**src/rtl/bus_arbiter.sv**
```systemverilog
// ============================================================================
//  Module   : bus_arbiter
//  Purpose  : Round-robin sharing of the system bus between the CPU and two
//             DMA-style masters, with a CPU bus_request/bus_ack handshake.
//  Revision : 1.0  initial release
// ============================================================================
`default_nettype none

module bus_arbiter #(
  parameter int CPU_MIN_SLOTS = 4,
  parameter int ADDR_W        = 24
) (
  input  logic                clk,
  input  logic                clk_ce,
  input  logic                reset,
  input  logic [1:0]          req,
  output logic [1:0]          gnt,
  output logic                cpu_bus_request,
  input  logic                cpu_bus_ack,
  input  logic [ADDR_W-1:0]   cpu_address,
  input  logic [7:0]          cpu_data,
  input  logic                cpu_read,
  input  logic                cpu_write,
  input  logic [1:0]          cpu_bus_status,
  input  logic [2*ADDR_W-1:0] m_address,
  input  logic [15:0]         m_data,
  input  logic [1:0]          m_read,
  input  logic [1:0]          m_write,
  input  logic [3:0]          m_bus_status,
  output logic [ADDR_W-1:0]   bus_address,
  output logic [7:0]          bus_data,
  output logic                bus_read,
  output logic                bus_write,
  output logic [1:0]          bus_status,
  output logic [1:0]          owner
);

  localparam int SLOT_W = (CPU_MIN_SLOTS > 0) ? $clog2(CPU_MIN_SLOTS + 1) : 1;

  typedef enum logic [1:0] {
    CPU_OWN  = 2'd0,
    WAIT_ACK = 2'd1,
    GRANT    = 2'd2,
    TURN     = 2'd3
  } state_t;

  state_t              state_q, state_d;
  logic [1:0]          gnt_q, gnt_d;
  logic                cpu_bus_request_q, cpu_bus_request_d;
  logic [1:0]          owner_q, owner_d;
  logic                last_served_q, last_served_d;  // 0 = M0, 1 = M1
  logic [SLOT_W-1:0]   slot_q, slot_d;
  logic [ADDR_W-1:0]   addr_hold_q, addr_hold_d;
  logic [7:0]          data_hold_q, data_hold_d;
  logic                win;

  always_comb begin
    state_d           = state_q;
    gnt_d             = gnt_q;
    cpu_bus_request_d = cpu_bus_request_q;
    owner_d           = owner_q;
    last_served_d     = last_served_q;
    slot_d            = slot_q;
    win               = (req == 2'b11) ? ~last_served_q : req[1];

    case (state_q)
      CPU_OWN: begin
        if ((req != 2'b00) && (slot_q == '0)) begin
          cpu_bus_request_d = 1'b1;
          state_d           = WAIT_ACK;
        end else if (slot_q != '0) begin
          slot_d = slot_q - SLOT_W'(1);
        end
      end
      WAIT_ACK: begin
        if (req == 2'b00) begin
          cpu_bus_request_d = 1'b0;
          state_d           = CPU_OWN;
        end else if (cpu_bus_ack) begin
          gnt_d         = win ? 2'b10 : 2'b01;
          owner_d       = win ? 2'd2 : 2'd1;
          last_served_d = win;
          state_d       = GRANT;
        end
      end
      GRANT: begin
        // Tenure ends only when the owning master drops its request.
        if (!req[last_served_q]) begin
          gnt_d   = 2'b00;
          owner_d = 2'd3;
          state_d = TURN;
        end
      end
      TURN: begin
        if (req[~last_served_q] && (CPU_MIN_SLOTS == 0)) begin
          gnt_d         = last_served_q ? 2'b01 : 2'b10;
          owner_d       = last_served_q ? 2'd1 : 2'd2;
          last_served_d = ~last_served_q;
          state_d       = GRANT;
        end else begin
          cpu_bus_request_d = 1'b0;
          owner_d           = 2'd0;
          slot_d            = SLOT_W'(CPU_MIN_SLOTS);
          state_d           = CPU_OWN;
        end
      end
      default: state_d = CPU_OWN;
    endcase
  end

  always_ff @(posedge clk) begin
    if (reset) begin
      state_q           <= CPU_OWN;
      gnt_q             <= 2'b00;
      cpu_bus_request_q <= 1'b0;
      owner_q           <= 2'd0;
      last_served_q     <= 1'b1;
      slot_q            <= '0;
    end else if (clk_ce) begin
      state_q           <= state_d;
      gnt_q             <= gnt_d;
      cpu_bus_request_q <= cpu_bus_request_d;
      owner_q           <= owner_d;
      last_served_q     <= last_served_d;
      slot_q            <= slot_d;
    end
  end

  // Snapshot of the last driven address/data, replayed during turnaround.
  assign addr_hold_d = (owner_q != 2'd3) ? bus_address : addr_hold_q;
  assign data_hold_d = (owner_q != 2'd3) ? bus_data    : data_hold_q;

  always_ff @(posedge clk) begin
    if (reset) begin
      addr_hold_q <= '0;
      data_hold_q <= '0;
    end else begin
      addr_hold_q <= addr_hold_d;
      data_hold_q <= data_hold_d;
    end
  end

  always_comb begin
    bus_address = cpu_address;
    bus_data    = cpu_data;
    bus_read    = cpu_read;
    bus_write   = cpu_write;
    bus_status  = cpu_bus_status;
    case (owner_q)
      2'd1: begin
        bus_address = m_address[ADDR_W-1:0];
        bus_data    = m_data[7:0];
        bus_read    = m_read[0];
        bus_write   = m_write[0];
        bus_status  = m_bus_status[1:0];
      end
      2'd2: begin
        bus_address = m_address[2*ADDR_W-1:ADDR_W];
        bus_data    = m_data[15:8];
        bus_read    = m_read[1];
        bus_write   = m_write[1];
        bus_status  = m_bus_status[3:2];
      end
      2'd3: begin
        bus_address = addr_hold_q;
        bus_data    = data_hold_q;
        bus_read    = 1'b0;
        bus_write   = 1'b0;
        bus_status  = 2'b00;
      end
      default: ;
    endcase
  end

  assign gnt             = gnt_q;
  assign cpu_bus_request = cpu_bus_request_q;
  assign owner           = owner_q;

endmodule

`default_nettype wire

```
**config.mk**
```make
export PLATFORM = sky130hd
export DESIGN_NAME = bus_arbiter
export DESIGN_NICKNAME = d
export VERILOG_FILES = /design/src/rtl/bus_arbiter.sv
export SDC_FILE = /design/constraint.sdc
export NUM_CORES = 1
export LEC_CHECK = 0
export BUFFER_PORTS_ARGS = -buffer_cell sky130_fd_sc_hd__buf_2
export CAP_MARGIN = 20
export CORE_ASPECT_RATIO = 1.5
export CORE_MARGIN = 2
export CORE_UTILIZATION = 40
export CTS_BUF_LIST = sky130_fd_sc_hd__clkbuf_8 sky130_fd_sc_hd__clkbuf_16
export DETAILED_ROUTE_END_ITERATION = 10
export PLACE_DENSITY = 0.89
export SLEW_MARGIN = 20
export SYNTH_ARGS = -nofsm -noshare
export SYNTH_HDL_FRONTEND = slang
export SYNTH_SLANG_ARGS = --single-unit
```
**constraint.sdc**
```tcl
create_clock -name clk -period 1.5 [get_ports clk]
set_input_delay 0.3 -clock clk [delete_from_list [all_inputs] [get_ports clk]]
set_output_delay 0.3 -clock clk [all_outputs]
set_load 0.1 [all_outputs]
```
==> qor.csv <==
metric;value;unit
min_from;cpu_bus_ack;
syn_inst;191;
cts_tree;built;
yosysWarnings;0;
root_buffer;clkbuf_8;
grt_overflow;0;
synthAdderAreaFrac;0.0108;
max_freq;509;MHz
min_period;1.96;ns
numCtsBuffers;5;
synth_xor_area_frac;0;
design.portCount;155;
synthMuxAreaShare;0.335;
worst_ep_arrival_time;1.66;ns
start_util;0.417;
clkLatencyLatePin;0.28;ns
final_cell_area;3890;sq um
post-dp-hpwl;5.68;mm
final-max-slew-violation-count;0;
drive_above_1_share;0.672;
grt_max_degree;32;
power.density;1020;nW/um^2
dr_total_vias;2317;
wl_per_cell;18.1;um
fin_nets;481;
coreArea;5530;sq um
cp_cell_sequence;buf_4 -> buf_8 -> mux4_2 -> buf_12;
grt_usage;0.240;
drv_cap;0;
grt_pass1_wl;11.8;mm
die_y;97.1;um
rsz0062_at_grt;true;
path_max_fanout;5;
cp.required;1.20;ns
gp_congestion;0.798;
hold_violations;0;
worst_path_max_delay_cell;mux4_2;
area_delta_synth_final;68.3;%
ir_drop;0.000608;V
drtPass1Iterations;5;
row_count;33;
synth_area_per_cell;12.1;sq um
synth_seq_cells;43;
cts_max_level;2;
finalCritPeriodShare;1.31;
path_clk_slew;0.08;ns
antenna_found_initial;0;
violations;negative setup slack;
wl;7.89;mm
die_area;6410;sq um
grt_pass1_vias;2389;
synth_compound_area_frac;0.0710;
setup_viol;39;
drtIter0Drc;141;
fin_ws;-0.465;ns
cts_sinks;43;
syn_nets;307;
skew;0.00306;ns
p_leak;1.67;nW
diodes;0;
ant_nets;0;
drc;0;
path_class;flip-flop to primary output;
max_slew_margin;0.677;
vias_per_cell;5.31;
tightest_slew;0.487;ns
r2r-start;owner[0];
synth_top_family_by_area;multiplexers;
dpl_cell_area;3410;sq um
startpoint_type;flip-flop;
end_kind;primary output;
synth_cell_type_count;33;
hp-class;input port to flip-flop;
synth-simple-area-share;0.163;
syn_area;2310;sq um
holdBufCountCts;0;
port_buffers;154;
status;finished, violations left;
max_stage_delay;0.54;ns
utilization;0.703;
die_w;66.0;um
clockBufferDepth;2;
ys_seq_area_frac;0.373;
cp-startpoint;owner[0];
-- layout by cell type (no fill, tap or decap), types with 2 or more instances in the layout --
master,count
nor2_1,5
o21ai_4,4
buf_6,24
nand2_2,4
dfxtp_4,2
buf_4,20
nand3b_1,2
dfxtp_1,40
nand2_1,4
buf_12,10
nand3_1,2
mux4_2,32
nor3_1,5
a21oi_2,2
inv_1,6
mux2i_2,3
o21ai_0,3
clkbuf_8,5
buf_8,10
nor2b_1,35
or3_1,2
a311oi_1,2
a21oi_1,5
buf_2,116
-- flip-flops by register name, summed over array words and instances (netlist names), named ones only --
name / cells
addr_hold_q: 24
data_hold_q: 8
slot_q: 3
gnt: 2
owner: 2
cpu_bus_request: 1
last_served_q: 1
state_q: 1
-- routing by layer --
metal  part of all wire  global-route usage  vias up
met5                  0                   0        -
met2               0.56               0.448      128
met3              0.069              0.0487       24
met4              0.038               0.107        0
li1                   -                   -     1057
met1               0.34               0.248     1108
-- synthesized netlist by cell type --
cell type,count,area share
buf_4,1,0.0033
a21oi_1,7,0.015
nand2b_1,1,0.0027
mux2i_2,1,0.0060
a21o_1,1,0.0033
clkbuf_1,5,0.0081
nor2_1,6,0.0098
mux2i_1,4,0.017
o221ai_2,1,0.0065
nor2b_1,36,0.098
a2bb2oi_1,1,0.0038
ha_1,2,0.011
buf_6,4,0.020
o21bai_1,1,0.0033
buf_2,4,0.0087
dfxtp_1,43,0.37
nand2_1,8,0.013
a311oi_1,2,0.0076
o211a_1,1,0.0043
or4_1,1,0.0033
inv_1,5,0.0081
a2111oi_0,1,0.0038
and2_1,1,0.0027
a21bo_2,1,0.0043
nand3_1,2,0.0043
or2_2,1,0.0027
o21ai_0,7,0.015
nand3b_1,2,0.0065
nor4b_1,1,0.0038
o31a_1,1,0.0038
or3_1,2,0.0054
mux4_2,32,0.31
nor3_1,5,0.011
-- what timing repair did --
action	4_1_cts	5_1_grt
endpoints found under the hold margin	0	0
endpoints found under the setup margin	38	46
resized for setup	78	16
setup buffers	4	4
gates cloned	0	1
pin swaps	6	3
-- final cells by class --
class / count / area [sq um]
clock buffer: 5 / 68.8
clock inverter: 3 / 16.3
fill: 371 / 1650
inverter: 5 / 18.8
multi-input combinational: 129 / 1450
sequential: 43 / 870
tap: 70 / 87.6
timing repair buffer: 181 / 1380
-- where the power goes --
group | internal, mW | total, mW | switching (mW)
clock network | 0.319 | 0.694 | 0.376
logic | 0.728 | 1.98 | 1.26
registers | 1.24 | 1.29 | 0.0499
total | 2.29 | 3.97 | 1.68
-- through the flow --
step	cells	hold WS, ns	setup WS, ns	total power [mW]	setup TNS, ns
floorplan	191	0.372	-0.505	2.61	-28.68
global placement	419	0.448	-0.201	2.99	-5.35
detailed placement	419	0.461	-0.237	3.03	-6.12
CTS	431	0.350	-0.475	3.90	-15.39
global route	436	0.379	-0.512	4.14	-17.35
finish	436	0.367	-0.465	3.97	-15.30
-- path summary, 6_finish.rpt --
kind,end,slack [ns],depth (start not counted)
worst min-delay path,state_q[0],0.37,4
worst max register to register,addr_hold_q[11],-0.19,6
worst max-delay path,bus_address[11],-0.46,4
worst min register to register,slot_q[2],0.49,1
-- worst max-delay path, delay by kind of cell, from the launching register on --
| family | cells | cell delay, ns |
|---|---|---|
| muxes | 1 | 0.54 |
| DFF | 1 | 0.41 |
| buffers and inverters | 3 | 0.42 |
-- kinds of logic (layout without fill, tap and decap cells) --
family | Yosys count | in the layout
multiplexers | 37 | 37
AO/OA/AOI/OAI | 24 | 24
adder cells (fa/ha/maj) | 2 | 2
AND/OR/NAND/NOR | 66 | 66
buffers and inverters | 19 | 194
flip-flops | 43 | 43
(Power assumes the default switching activity.)
